--- src/rtl/out_pingpong_buffer_pkg.sv ---
// Shared constants for the ping-pong output capture buffer.
//   OPB_WIDTH      default data width in bits
//   OPB_DEPTH      default words per bank
//   OPB_LOG2_DEPTH default per-bank address width
//   N_BANKS        number of banks (ping and pong)
package out_pingpong_buffer_pkg;

    localparam int OPB_WIDTH      = 256;
    localparam int OPB_DEPTH      = 8;
    localparam int OPB_LOG2_DEPTH = 3;
    localparam int N_BANKS        = 2;

endpackage

--- src/rtl/out_pingpong_buffer_if.sv ---
// Handshake bundle for the ping-pong output buffer.
//   slave  : the buffer (accepts write beats, presents read words, reports status)
//   master : the environment (compute pipeline on the write side, consumer on the read side)
// Signals: clr, dat_num, dat_vld/dat/dat_rdy, done, rd_vld/rd_dat/rd_last/rd_rdy, bank_full.
interface out_pingpong_buffer_if
    import out_pingpong_buffer_pkg::*;
#(
    parameter int WIDTH      = OPB_WIDTH,
    parameter int LOG2_DEPTH = OPB_LOG2_DEPTH
) ();
    logic                  clr;
    logic [LOG2_DEPTH-1:0] dat_num;
    logic                  dat_vld;
    logic [WIDTH-1:0]      dat;
    logic                  dat_rdy;
    logic                  done;
    logic                  rd_vld;
    logic [WIDTH-1:0]      rd_dat;
    logic                  rd_last;
    logic                  rd_rdy;
    logic [N_BANKS-1:0]    bank_full;

    modport slave (
        input  clr, dat_num, dat_vld, dat, rd_rdy,
        output dat_rdy, done, rd_vld, rd_dat, rd_last, bank_full
    );

    modport master (
        output clr, dat_num, dat_vld, dat, rd_rdy,
        input  dat_rdy, done, rd_vld, rd_dat, rd_last, bank_full
    );
endinterface

--- src/rtl/out_bank_ram.sv ---
// Simple dual-port RAM holding both banks, addressed by {bank, addr}.
//   clk, rst_n : clock, async active-low reset (read register only)
//   we_i/wa_i/wd_i : write port
//   re_i/ra_i      : synchronous read request
//   rd_o           : registered read data, resets to 0
module out_bank_ram #(
    parameter int WIDTH = 256,
    parameter int AW    = 4
) (
    input  logic             clk,
    input  logic             rst_n,
    input  logic             we_i,
    input  logic [AW-1:0]    wa_i,
    input  logic [WIDTH-1:0] wd_i,
    input  logic             re_i,
    input  logic [AW-1:0]    ra_i,
    output logic [WIDTH-1:0] rd_o
);
    logic [WIDTH-1:0] mem_q [2**AW];
    logic [WIDTH-1:0] rd_q;

    // Storage is not reset; only the output register has a defined reset value.
    always_ff @(posedge clk) begin
        if (we_i) mem_q[wa_i] <= wd_i;
    end

    always_ff @(posedge clk or negedge rst_n) begin
        if (!rst_n)    rd_q <= '0;
        else if (re_i) rd_q <= mem_q[ra_i];
    end

    assign rd_o = rd_q;
endmodule

--- src/rtl/out_pingpong_buffer.sv ---
// Double-banked output capture buffer: one bank fills from the compute
// pipeline while the other drains to the consumer through a one-deep
// registered read stage.
//   clk, rst_n : clock, async active-low reset
//   bus        : slave side of out_pingpong_buffer_if (write beats, read words,
//                soft clear, frame length, done pulse, per-bank full flags)
module out_pingpong_buffer
    import out_pingpong_buffer_pkg::*;
#(
    parameter int WIDTH      = OPB_WIDTH,
    parameter int DEPTH      = OPB_DEPTH,
    parameter int log2_DEPTH = OPB_LOG2_DEPTH
) (
    input  logic                clk,
    input  logic                rst_n,
    out_pingpong_buffer_if.slave bus
);
    typedef logic [log2_DEPTH-1:0] addr_t;

    logic [N_BANKS-1:0]             full_q, full_d;
    logic [N_BANKS-1:0][log2_DEPTH-1:0] len_q, len_d;
    logic  wb_q, wb_d, rb_q, rb_d;
    addr_t wr_addr_q, wr_addr_d, rd_addr_q, rd_addr_d;
    logic  fetched_q, fetched_d;
    logic  rd_vld_q, rd_vld_d, rd_last_q, rd_last_d, done_q, done_d;

    logic  wr_acc, wr_last, fetch, xfer;
    addr_t wr_len;

    always_comb begin
        full_d    = full_q;
        len_d     = len_q;
        wb_d      = wb_q;
        rb_d      = rb_q;
        wr_addr_d = wr_addr_q;
        rd_addr_d = rd_addr_q;
        fetched_d = fetched_q;
        rd_vld_d  = rd_vld_q;
        rd_last_d = rd_last_q;

        wr_acc  = bus.dat_vld & ~full_q[wb_q];
        // The first beat uses the live length so a frame may be a single word;
        // later beats use the latched copy so mid-frame changes are ignored.
        wr_len  = (wr_addr_q == '0) ? bus.dat_num : len_q[wb_q];
        wr_last = (wr_addr_q == wr_len);
        done_d  = wr_acc & wr_last;

        xfer  = rd_vld_q & bus.rd_rdy;
        fetch = full_q[rb_q] & ~fetched_q & (~rd_vld_q | bus.rd_rdy);

        if (wr_acc) begin
            if (wr_addr_q == '0) len_d[wb_q] = bus.dat_num;
            if (wr_last) begin
                wr_addr_d    = '0;
                full_d[wb_q] = 1'b1;
                wb_d         = ~wb_q;
            end else begin
                wr_addr_d = wr_addr_q + 1'b1;
            end
        end

        if (fetch) begin
            rd_vld_d  = 1'b1;
            rd_last_d = (rd_addr_q == len_q[rb_q]);
            rd_addr_d = rd_addr_q + 1'b1;
            if (rd_addr_q == len_q[rb_q]) fetched_d = 1'b1;
        end else if (xfer) begin
            rd_vld_d  = 1'b0;
            rd_last_d = 1'b0;
        end

        // Release happens only on the last word, when no fetch can be pending
        // for this bank; the next bank starts fetching one cycle later.
        if (xfer && rd_last_q) begin
            full_d[rb_q] = 1'b0;
            rb_d         = ~rb_q;
            rd_addr_d    = '0;
            fetched_d    = 1'b0;
        end

        if (bus.clr) begin
            full_d    = '0;
            wb_d      = 1'b0;
            rb_d      = 1'b0;
            wr_addr_d = '0;
            rd_addr_d = '0;
            fetched_d = 1'b0;
            rd_vld_d  = 1'b0;
            rd_last_d = 1'b0;
            done_d    = 1'b0;
        end
    end

    always_ff @(posedge clk or negedge rst_n) begin
        if (!rst_n) begin
            full_q    <= '0;
            len_q     <= '0;
            wb_q      <= 1'b0;
            rb_q      <= 1'b0;
            wr_addr_q <= '0;
            rd_addr_q <= '0;
            fetched_q <= 1'b0;
            rd_vld_q  <= 1'b0;
            rd_last_q <= 1'b0;
            done_q    <= 1'b0;
        end else begin
            full_q    <= full_d;
            len_q     <= len_d;
            wb_q      <= wb_d;
            rb_q      <= rb_d;
            wr_addr_q <= wr_addr_d;
            rd_addr_q <= rd_addr_d;
            fetched_q <= fetched_d;
            rd_vld_q  <= rd_vld_d;
            rd_last_q <= rd_last_d;
            done_q    <= done_d;
        end
    end

    out_bank_ram #(
        .WIDTH (WIDTH),
        .AW    (log2_DEPTH + 1)
    ) u_ram (
        .clk   (clk),
        .rst_n (rst_n),
        .we_i  (wr_acc & ~bus.clr),
        .wa_i  ({wb_q, wr_addr_q}),
        .wd_i  (bus.dat),
        .re_i  (fetch & ~bus.clr),
        .ra_i  ({rb_q, rd_addr_q}),
        .rd_o  (bus.rd_dat)
    );

    assign bus.dat_rdy   = ~full_q[wb_q];
    assign bus.done      = done_q;
    assign bus.rd_vld    = rd_vld_q;
    assign bus.rd_last   = rd_last_q;
    assign bus.bank_full = full_q;
endmodule

--- src/flat_wrapper.sv ---
// flat-port wrapper written by rule: the top's interface ports become plain ports
module out_pingpong_buffer_flat import out_pingpong_buffer_pkg::*;
#(
    parameter int WIDTH      = OPB_WIDTH,
    parameter int DEPTH      = OPB_DEPTH,
    parameter int log2_DEPTH = OPB_LOG2_DEPTH
)
  (clk, rst_n, bus_clr, bus_dat_num, bus_dat_vld, bus_dat, bus_rd_rdy, bus_dat_rdy, bus_done, bus_rd_vld, bus_rd_dat, bus_rd_last, bus_bank_full);
  out_pingpong_buffer_if #(.WIDTH(WIDTH), .LOG2_DEPTH(3)) bus_i ();
  input  logic clk;
  input  logic rst_n;
  input wire logic [$bits(bus_i.clr)-1:0] bus_clr;
  input wire logic [$bits(bus_i.dat_num)-1:0] bus_dat_num;
  input wire logic [$bits(bus_i.dat_vld)-1:0] bus_dat_vld;
  input wire logic [$bits(bus_i.dat)-1:0] bus_dat;
  input wire logic [$bits(bus_i.rd_rdy)-1:0] bus_rd_rdy;
  output wire logic [$bits(bus_i.dat_rdy)-1:0] bus_dat_rdy;
  output wire logic [$bits(bus_i.done)-1:0] bus_done;
  output wire logic [$bits(bus_i.rd_vld)-1:0] bus_rd_vld;
  output wire logic [$bits(bus_i.rd_dat)-1:0] bus_rd_dat;
  output wire logic [$bits(bus_i.rd_last)-1:0] bus_rd_last;
  output wire logic [$bits(bus_i.bank_full)-1:0] bus_bank_full;
  assign bus_i.clr = bus_clr;
  assign bus_i.dat_num = bus_dat_num;
  assign bus_i.dat_vld = bus_dat_vld;
  assign bus_i.dat = bus_dat;
  assign bus_i.rd_rdy = bus_rd_rdy;
  assign bus_dat_rdy = bus_i.dat_rdy;
  assign bus_done = bus_i.done;
  assign bus_rd_vld = bus_i.rd_vld;
  assign bus_rd_dat = bus_i.rd_dat;
  assign bus_rd_last = bus_i.rd_last;
  assign bus_bank_full = bus_i.bank_full;
  out_pingpong_buffer #(.WIDTH(WIDTH), .DEPTH(DEPTH), .log2_DEPTH(log2_DEPTH)) u_core (.clk(clk), .rst_n(rst_n), .bus(bus_i));
endmodule
--- config.mk ---
export PLATFORM = sky130hd
export DESIGN_NAME = out_pingpong_buffer_flat
export DESIGN_NICKNAME = d
export VERILOG_FILES = /design/src/rtl/out_pingpong_buffer_pkg.sv /design/src/rtl/out_pingpong_buffer_if.sv /design/src/rtl/out_bank_ram.sv /design/src/rtl/out_pingpong_buffer.sv /design/src/flat_wrapper.sv
export SDC_FILE = /design/constraint.sdc
export NUM_CORES = 2
export LEC_CHECK = 0
export CAP_MARGIN = 0
export CORE_ASPECT_RATIO = 0.6
export CORE_MARGIN = 2
export CORE_UTILIZATION = 54
export DETAILED_ROUTE_END_ITERATION = 10
export MAX_ROUTING_LAYER = met4
export PLACE_DENSITY = 0.72
export SKIP_CTS_REPAIR_TIMING = 1
export SLEW_MARGIN = 20
export SYNTH_ARGS = -nofsm -noshare
export SYNTH_HDL_FRONTEND = slang
export SYNTH_SLANG_ARGS = --single-unit
--- constraint.sdc ---
create_clock -name clk -period 26.8 [get_ports clk]
set_input_delay 8.04 -clock clk [delete_from_list [all_inputs] [get_ports clk]]
set_output_delay 8.04 -clock clk [all_outputs]
set_load 0.005 [all_outputs]
==> impl_metrics.py <==
metrics = {
    "worst_setup_path": {
        "required_ns": 27.31,
        "r2r_slack_ns": 20.57,
        "cp.arrival_ns": 12.65,
        "r2r_cells": 8,
        "reg2reg_to": "u_core.u_ram.rd_o[102]",
        "startpoint_type": "primary input",
        "end_kind": "register",
        "critPathKind": "primary input to register",
        "crit-reg2reg-launch": "u_core.rd_addr_q[0]",
        "cp_max_fo": 53,
    },
    "power": {
        "power_density_nw_per_um2": 83.3,
        "net-switching-power_mw": 3.64,
        "peakVddDrop_v": 0.0000658,
        "p_comb_frac": 0.121,
        "swShare": 0.235,
        "p_int_mw": 11.9,
        "p_seq_frac": 0.523,
        "p_clk_frac": 0.357,
        "cellLeakagePower_nw": 56.9,
    },
    "final_layout": {
        "drive_gt1_frac": 0.224,
        "final_common_cell": "edfxtp_1",
        "stdcell_count": 11962,
        "syn_to_final_growth_pct": 13.8,
        "mostFrequentLayoutCells": "4096 x edfxtp_1, 1024 x mux4_2, 524 x clkdlybuf4s50_1",
        "final_cell_area_um2": 186000,
        "final_nets": 7845,
    },
    "clocking": {
        "clk_pin_slew_ns": 0.06,
        "clockRootBuffer": "clkbuf_16",
        "clkLatencyLatePin_ns": 0.93,
        "clock_path_buffers": 4,
        "h-tree-depth": 5,
        "cts.sinks": 4372,
        "numCtsBuffers": 384,
        "cts_tree": "yes",
    },
    "synth": {
        "synth_top_cell_area_share": 0.751,
        "synth.area.mux_share": 0.173,
        "synthXorXnorAreaFrac": 0.000535,
        "syn_area_per_cell_um2": 23.7,
        "syn_area_um2": 164000,
        "syn_inst": 6905,
        "yosysTopAreaCell": "edfxtp_1",
        "yosysWarnings": 0,
        "seq_area_frac_synth": 0.794,
        "syn_nets": 7174,
        "synth_top_family_by_area": "multiplexers",
        "synth_cell_types": 39,
        "synthAdderAreaFrac": 0.000382,
        "synth_simple_gate_area_share": 0.00780,
        "netlist_top_cells_area": "edfxtp_1 75%, mux4_2 14%, dfrtp_1 4.2%, mux2i_1 3.2%, o221ai_1 1.3%",
        "synth_compound_area_frac": 0.0147,
        "ys_seq_elements": 4372,
    },
    "die": {
        "die-width_um": 715,
        "die-height_um": 430,
        "row_count": 156,
        "initial_core_util": 0.543,
        "dieArea_um2": 308000,
        "ios": 526,
        "fp.coreArea_um2": 301000,
    },
    "worst_hold_path": {
        "hold_end": "u_core.u_ram.rd_o[245]",
        "min_from": "u_core.u_ram.rd_o[245]",
        "hold_path_class": "register to register",
        "hold_depth": 2,
    },
    "global_route": {
        "grt_pass1_wl_mm": 551,
        "grt_antenna_before_repair": 62,
        "grt_pass1_vias": 77155,
        "grt_use_total": 0.253,
        "grt_overflow": 0,
        "grt_max_degree": 157,
    },
    "timing": {
        "finalHoldViolations": 0,
        "period_share": 0.453,
        "fmax_ghz": 0.0823,
        "tightest_slew_ns": 1.28,
        "holdWs_ns": 0.493,
        "finalSetupViolCount": 0,
        "period_needed_ns": 12.15,
        "final_max_slew_viol_count": 0,
        "rsz0062_at_grt": "false",
        "slew_headroom": 0.145,
        "skew_ns": 0.0526,
        "layout_setup_ws_ns": 14.65,
    },
    "placement": {
        "routabilityCongestion": 0.805,
        "place_area_um2": 174000,
        "dp_slack_ns": 13.78,
        "place_inst": 11219,
        "dpl.hpwl_mm": 207,
        "io_buffer_count": 525,
    },
    "drt": {
        "routed_wl_mm": 378,
        "post_drt_wl_per_cell_um": 31.6,
        "vias": 76116,
        "drt_first_pass_iters": 6,
        "drtIter0Drc": 9302,
        "vias_per_cell": 6.36,
        "antenna_left": 0,
        "drc_errors": 0,
    },
    "job": {
        "drv_cap": 0,
    },
    "status": {
        "status": "finished, final reports clean",
    },
}
## through the flow
step | utilization | setup TNS [ns] | total power [mW]
final | 0.618 | 0 | 15.5
after global routing | 0.618 | 0 | 16.1
after CTS | 0.618 | 0 | 15.7
after detailed placement | 0.576 | 0 | 10.2
after global placement | 0.576 | 0 | 10.1
after floorplan | - | -103.16 | 9.17
## logic make-up after synthesis
family,count (synthesis)
muxes,1552
adders and majority gates,5
DFF,4372
xor gates and xnor gates,10
AOI/OAI and AO/OA,271
buffers and inverters,381
and+or+nand+nor,314
## state kept, by name, summed over array words and instances (netlist names), 2 cells and up
name and cells:
u_core.bus.bank_full 2, u_core.len_q 6, u_core.rd_addr_q 3, u_core.u_ram.mem_q 4096, u_core.u_ram.rd_o 256, u_core.wr_addr_q 3
## power by group through the flow
stage | Sequential (mW) | Combinational, mW | Clock [mW]
final | 8.12 | 1.87 | 5.54
after global routing | 8.14 | 2.03 | 5.89
after CTS | 8.13 | 1.91 | 5.63
after detailed placement | 8.27 | 1.90 | 0
after global placement | 8.27 | 1.86 | 0
after floorplan | 8.12 | 1.05 | 0
## cells in the mapped netlist, drive strengths merged
cell type	n
and2	13
nor3	7
o221ai	256
a21o	1
nand2b	5
a41oi	1
nand3	2
clkbuf	198
or2	2
xor2	7
a31o	1
dfrtp	276
a21oi	5
a211o	1
nand4	2
nor2b	2
o41ai	1
edfxtp	4096
mux2i	522
o21ai	2
nor4b	1
nand3b	3
nand2	263
ha	5
mux4	1024
inv	5
o2bb2ai	1
a31oi	1
nor2	14
xnor2	3
mux2	6
buf	178
a211oi	1
## worst max-delay path, cell delays in order
cell	delay (ns)
clkdlybuf4s50_1	0.81
nand2b_1	0.45
nor2_1	0.26
and2_4	0.40
buf_4	0.65
buf_4	0.90
buf_4	0.93
## worst max path at each step
stage             from                    endpoint  slack, ns  cells past startpoint
2_1_floorplan  bus_clr   u_core.u_ram.mem_q[13][0]      -0.20                      3
3_3_place_gp   bus_clr   u_core.u_ram.mem_q[7][49]      13.91                      7
3_5_place_dp   bus_clr  u_core.u_ram.mem_q[4][145]      13.78                      7
4_1_cts        bus_clr   u_core.u_ram.mem_q[7][18]      14.77                      7
5_1_grt        bus_clr    u_core.u_ram.mem_q[4][5]      14.50                      7
6_report       bus_clr   u_core.u_ram.mem_q[7][18]      14.65                      7
## metal layers
metal  GRT usage  vias to the layer above  share of wire
met5           -                        -              0
met4      0.0633                        0          0.025
met3      0.0419                      537          0.081
met2       0.388                     3564           0.48
met1       0.362                    41204           0.41
li1            -                    30811              -
## area by class of cell
cell class / instances / area (um^2)
Inverter: 5 / 18.8
Multi-Input combinational cell: 2152 / 32300
Antenna cell: 35 / 87.6
Sequential cell: 4372 / 130000
Tap cell: 4029 / 5040
Clock inverter: 169 / 1770
Timing Repair Buffer: 661 / 6470
Fill cell: 19974 / 115000
Clock buffer: 539 / 10800
(Power assumes the default switching activity.)
